--- src/rtl/adder_multiword_sequencer.sv ---
// Multi-word adder/subtractor: one WORD_WIDTH-bit slice per beat, LS word first.
// Carry is chained across beats; signed/unsigned predicates are reported on the last word.
module adder_multiword_sequencer #(
    parameter int unsigned WORD_WIDTH = 8,
    parameter int unsigned WORD_COUNT = 2
) (
    input  logic                  clock,
    input  logic                  clear,
    input  logic                  in_valid,
    output logic                  in_ready,
    input  logic                  sub_in,
    input  logic [WORD_WIDTH-1:0] A_in,
    input  logic [WORD_WIDTH-1:0] B_in,
    output logic                  out_valid,
    input  logic                  out_ready,
    output logic [WORD_WIDTH-1:0] sum_out,
    output logic                  out_last,
    output logic                  carry_out,
    output logic                  overflow,
    output logic                  zero,
    output logic                  lt_signed,
    output logic                  lt_unsigned
);

    localparam int unsigned CntW = (WORD_COUNT > 1) ? $clog2(WORD_COUNT) : 1;
    localparam logic [CntW-1:0] LastCnt = CntW'(WORD_COUNT - 1);
    localparam int unsigned Msb = WORD_WIDTH - 1;

    // Operation state
    logic [CntW-1:0] cnt_q, cnt_d;
    logic            carry_q, carry_d;
    logic            op_sub_q, op_sub_d;
    logic            zacc_q, zacc_d;

    // Output register
    logic                  out_valid_q, out_valid_d;
    logic [WORD_WIDTH-1:0] sum_q, sum_d;
    logic                  last_q, last_d;
    logic                  carry_out_q, carry_out_d;
    logic                  overflow_q, overflow_d;
    logic                  zero_q, zero_d;
    logic                  lt_signed_q, lt_signed_d;
    logic                  lt_unsigned_q, lt_unsigned_d;

    // Datapath intermediates
    logic                  accept;
    logic                  first;
    logic                  last;
    logic                  sub;
    logic [WORD_WIDTH-1:0] b_eff;
    logic                  cin;
    logic [WORD_WIDTH:0]   sum_ext;
    logic [WORD_WIDTH-1:0] s;
    logic                  cout;
    logic                  zacc_beat;
    logic                  msb_cin;
    logic                  ovf_beat;

    assign in_ready = ~out_valid_q | out_ready;
    assign accept   = in_valid & in_ready;

    // Per-beat word slice of the wide add; the first beat injects the two's-complement +1.
    always_comb begin
        first     = (cnt_q == '0);
        last      = (cnt_q == LastCnt);
        sub       = first ? sub_in : op_sub_q;
        b_eff     = sub ? ~B_in : B_in;
        cin       = first ? sub : carry_q;
        sum_ext   = {1'b0, A_in} + {1'b0, b_eff} + {{WORD_WIDTH{1'b0}}, cin};
        s         = sum_ext[WORD_WIDTH-1:0];
        cout      = sum_ext[WORD_WIDTH];
        zacc_beat = first ? (s == '0) : (zacc_q & (s == '0));
        // Carry into the MSB is recovered from the sum bit rather than a second adder.
        msb_cin   = A_in[Msb] ^ b_eff[Msb] ^ s[Msb];
        ovf_beat  = cout ^ msb_cin;
    end

    // Next-state for beat counter, carry chain, latched op and zero accumulator.
    always_comb begin
        cnt_d    = cnt_q;
        carry_d  = carry_q;
        op_sub_d = op_sub_q;
        zacc_d   = zacc_q;
        if (accept) begin
            cnt_d    = last ? '0 : cnt_q + CntW'(1);
            carry_d  = cout;
            op_sub_d = sub;
            zacc_d   = zacc_beat;
        end
    end

    // Next-state for the output stage; flags only populated on the final word.
    always_comb begin
        out_valid_d   = out_valid_q;
        sum_d         = sum_q;
        last_d        = last_q;
        carry_out_d   = carry_out_q;
        overflow_d    = overflow_q;
        zero_d        = zero_q;
        lt_signed_d   = lt_signed_q;
        lt_unsigned_d = lt_unsigned_q;
        if (accept) begin
            out_valid_d   = 1'b1;
            sum_d         = s;
            last_d        = last;
            carry_out_d   = last & cout;
            overflow_d    = last & ovf_beat;
            zero_d        = last & zacc_beat;
            lt_signed_d   = last & sub & (s[Msb] ^ ovf_beat);
            lt_unsigned_d = last & sub & ~cout;
        end else if (out_ready) begin
            out_valid_d = 1'b0;
        end
    end

    // State registers; clear wins over any handshake in the same cycle.
    always_ff @(posedge clock) begin
        if (clear) begin
            cnt_q         <= '0;
            carry_q       <= 1'b0;
            op_sub_q      <= 1'b0;
            zacc_q        <= 1'b0;
            out_valid_q   <= 1'b0;
            sum_q         <= '0;
            last_q        <= 1'b0;
            carry_out_q   <= 1'b0;
            overflow_q    <= 1'b0;
            zero_q        <= 1'b0;
            lt_signed_q   <= 1'b0;
            lt_unsigned_q <= 1'b0;
        end else begin
            cnt_q         <= cnt_d;
            carry_q       <= carry_d;
            op_sub_q      <= op_sub_d;
            zacc_q        <= zacc_d;
            out_valid_q   <= out_valid_d;
            sum_q         <= sum_d;
            last_q        <= last_d;
            carry_out_q   <= carry_out_d;
            overflow_q    <= overflow_d;
            zero_q        <= zero_d;
            lt_signed_q   <= lt_signed_d;
            lt_unsigned_q <= lt_unsigned_d;
        end
    end

    assign out_valid   = out_valid_q;
    assign sum_out     = sum_q;
    assign out_last    = last_q;
    assign carry_out   = carry_out_q;
    assign overflow    = overflow_q;
    assign zero        = zero_q;
    assign lt_signed   = lt_signed_q;
    assign lt_unsigned = lt_unsigned_q;

endmodule

--- config.mk ---
export PLATFORM = sky130hd
export DESIGN_NAME = adder_multiword_sequencer
export DESIGN_NICKNAME = d
export VERILOG_FILES = /design/src/rtl/adder_multiword_sequencer.sv
export SDC_FILE = /design/constraint.sdc
export NUM_CORES = 1
export LEC_CHECK = 0
export CAP_MARGIN = 20
export CORE_MARGIN = 1.5
export CORE_UTILIZATION = 30
export CTS_BUF_LIST = sky130_fd_sc_hd__clkbuf_8
export CTS_CLUSTER_SIZE = 8
export DETAILED_ROUTE_END_ITERATION = 6
export GPL_ROUTABILITY_DRIVEN = 0
export HOLD_SLACK_MARGIN = 0.1
export MAX_ROUTING_LAYER = met4
export PLACE_DENSITY = 0.64
export SETUP_SLACK_MARGIN = 0.05
export SLEW_MARGIN = 10
export SYNTH_ARGS = -nofsm -noshare
export SYNTH_HDL_FRONTEND = slang
export SYNTH_SLANG_ARGS = --single-unit
--- constraint.sdc ---
create_clock -name clock -period 3.92 [get_ports clock]
set_input_delay 0.392 -clock clock [delete_from_list [all_inputs] [get_ports clock]]
set_output_delay 0.392 -clock clock [all_outputs]
set_load 0.02 [all_outputs]
==> results.cfg <==
[finish]
diodes = 0
syn2layout_area_growth_pct = 36.12
largest_reg_flops = 8
drive_gt1_share_pct = 7.955
fin_nets = 207
finalInstanceArea_um2 = 1632

[global_routing]
grt_max_degree = 19
grt_pass1_wl_um = 4333
grt_use_total_pct = 13.04
grt_overflow_total = 0
grt_pass1_vias = 1013
antenna_found_initial = 0

[yosys]
yosysTopAreaCell = dfxtp_1
yosys.area_share.simple_pct = 22.96
synthDistinctLibCells = 40
synth-edff-count = 0
postSynthCellCount = 141
synthAdderAreaFrac_pct = 10.65
synth_xor_area_share_pct = 9.499
yosys_warnings = 0
syn_nets = 171
synth.top_cell.area_share_pct = 31.73
synthTopCellsByCount = nand2_1, dfxtp_1, a21oi_1
syn_area_um2 = 1199
synth-seq-cells = 19
synth_area_leaders = dfxtp_1, ha_1, xnor2_1, nand2_1, a21oi_1
synth-compound-area-share_pct = 19.94
ys_seq_area_share_pct = 31.73
ys.flop_type = dfxtp_1
synth_top_family_by_area = simple AND/OR/NAND/NOR gates
synthArstFlopShare_pct = 0
synth.most_common_cell = nand2_1
avgSynthCellArea_um2 = 8.501
synth_mux_area_share_pct = 0.8351

[power]
total_leakage_power_nw = 0.6232
power-per-cell-area_nw_per_um2 = 396.5
ir_drop_v = 0.0001206

[die]
die_h_um = 66.21
dieArea_um2 = 4384
die_x_um = 66.21
io_pins = 37
initial_utilization_pct = 32.02
core_um2 = 3744
row_count = 22

[routing]
vias_per_cell = 4.804
drtIter0Drc = 36
dr_total_vias = 1076
detail-route-antenna-nets = 0
firstDrtPassIters = 5
drt-total-wl_um = 2618
drc = 0
wire_per_inst_um = 11.69

[setup_path]
cp_max_fo = 9
cpMostUsedCell = fa_1
crit_path_end_kind = flip-flop
cp_slowest_cell = a21oi_2
path_buf_inv = 1
crit_type = primary input to flip-flop
crit_required_ns = 4.12
crit_path_start_kind = primary input
slowest_delay_ns = 0.50
crit_family = compound AO/OA/AOI/OAI gates
path_cells = clkdlybuf4s50_1 -> nor2b_1 -> a21oi_2 -> xor2_1 -> fa_1 -> fa_1 -> nand2b_1 -> a21o_1 -> a21oi_1 -> nor3_2 -> nor4_2 -> a32o_2
critPathArrivalTime_ns = 3.64

[sta]
tns_ns = 0
hold_ws_ns = 0.4536
timing_hold_violations_final = 0
setup_viol = 0
period_needed_ns = 3.447
tightestPinTransition_ns = 0.6420
skew_ns = 0.007345
maxSlewViolCount = 0
rsz0062_at_grt = false
fin_ws_ns = 0.4728
fin_crit_sh_pct = 87.94
slew-limit-headroom_pct = 57.20
fmax_mhz = 290.1

[cts]
clock-sinks = 19
cts_tree = yes
clkSlewWorstSetupHoldPaths_ns = 0.08
cts_max_path_buffers = 2
htree_levels = 1
ctsResizeCount = 0
clock_latency_ns = 0.26
postCtsSetupBuffers = 0
cts_made_buffers = 3
cts_root_buffer = clkbuf_8
holdBufCountCts = 0

[placement]
io_buffers = 36
dp_hpwl_um = 2140
place_ws_ns = 0.1543
dpl-instance-area_um2 = 1585

[run]
drv_cap = 0

[worst_hold_path]
hold_path_class = flip-flop to flip-flop

[status]
status = finished, final reports clean
[layout by cell type (no fill, tap or decap), drive strengths merged, types with 5 or more instances in the layout]
cell type      instances
inv                    5
xnor2                 10
ha                     7
nand2                 21
dfxtp                 19
a21oi                 14
nor2                  12
clkdlybuf4s50         36
nand2b                 7
a211oi                 6
[metrics by stage]
| step | util, % | instances | total power, mW |
|---|---|---|---|
| 6_report | 43.58 | 224 | 0.6470 |
| 5_1_grt | 43.58 | 224 | 0.6945 |
| 4_1_cts | 43.58 | 224 | 0.6512 |
| 3_5_place_dp | 42.35 | 220 | 0.5168 |
| 3_3_place_gp | 42.35 | 220 | 0.5111 |
| 2_1_floorplan | - | 141 | 0.4311 |
[path summary, 6_finish.rpt]
kind / start / end / slack, ns / cells past startpoint
worst max-delay path: sub_in / zacc_q / 0.47 / 12
worst min-delay path: overflow / overflow / 0.45 / 2
worst min register to register: overflow / overflow / 0.45 / 2
worst max register to register: cnt_q / zacc_q / 0.53 / 11
[where the power goes]
| group | internal [mW] | switching (mW) |
|---|---|---|
| clock network | 0.0706 | 0.0657 |
| registers | 0.211 | 0.0114 |
| logic | 0.131 | 0.157 |
| total | 0.413 | 0.234 |
[layer usage]
| layer | global-route usage (%) | up-vias | wire length [um] |
|---|---|---|---|
| met2 | 22.25 | 28 | 1245 |
| met5 | - | - | 0 |
| met3 | 1.533 | 4 | 108 |
| met4 | 4.592 | 0 | 25 |
| li1 | - | 562 | - |
| met1 | 15.82 | 482 | 1238 |
[cell type report]
class,instances,area [um2]
clock buffers,3,41.29
well taps,48,60.06
multi-input cells,112,765.7
fillers,403,2112
flip-flops and latches,19,380.4
inverters,5,18.77
clock inverters,1,5.005
repair buffers,36,360.3
[kinds of logic (layout without fill, tap and decap cells)]
logic type / after synthesis / count (layout)
simple gates: 54 / 54
compound gates: 35 / 35
flops: 19 / 19
xor+xnor: 13 / 13
buf+inv: 10 / 45
fa+ha+maj: 9 / 9
mux: 1 / 1
[worst min-delay path: stages, from the launching register on]
cell	delay (ns)
dfxtp_1	0.32
nand2_1	0.05
o21ai_1	0.05
Note: power is estimated with default switching activity, not from simulation.
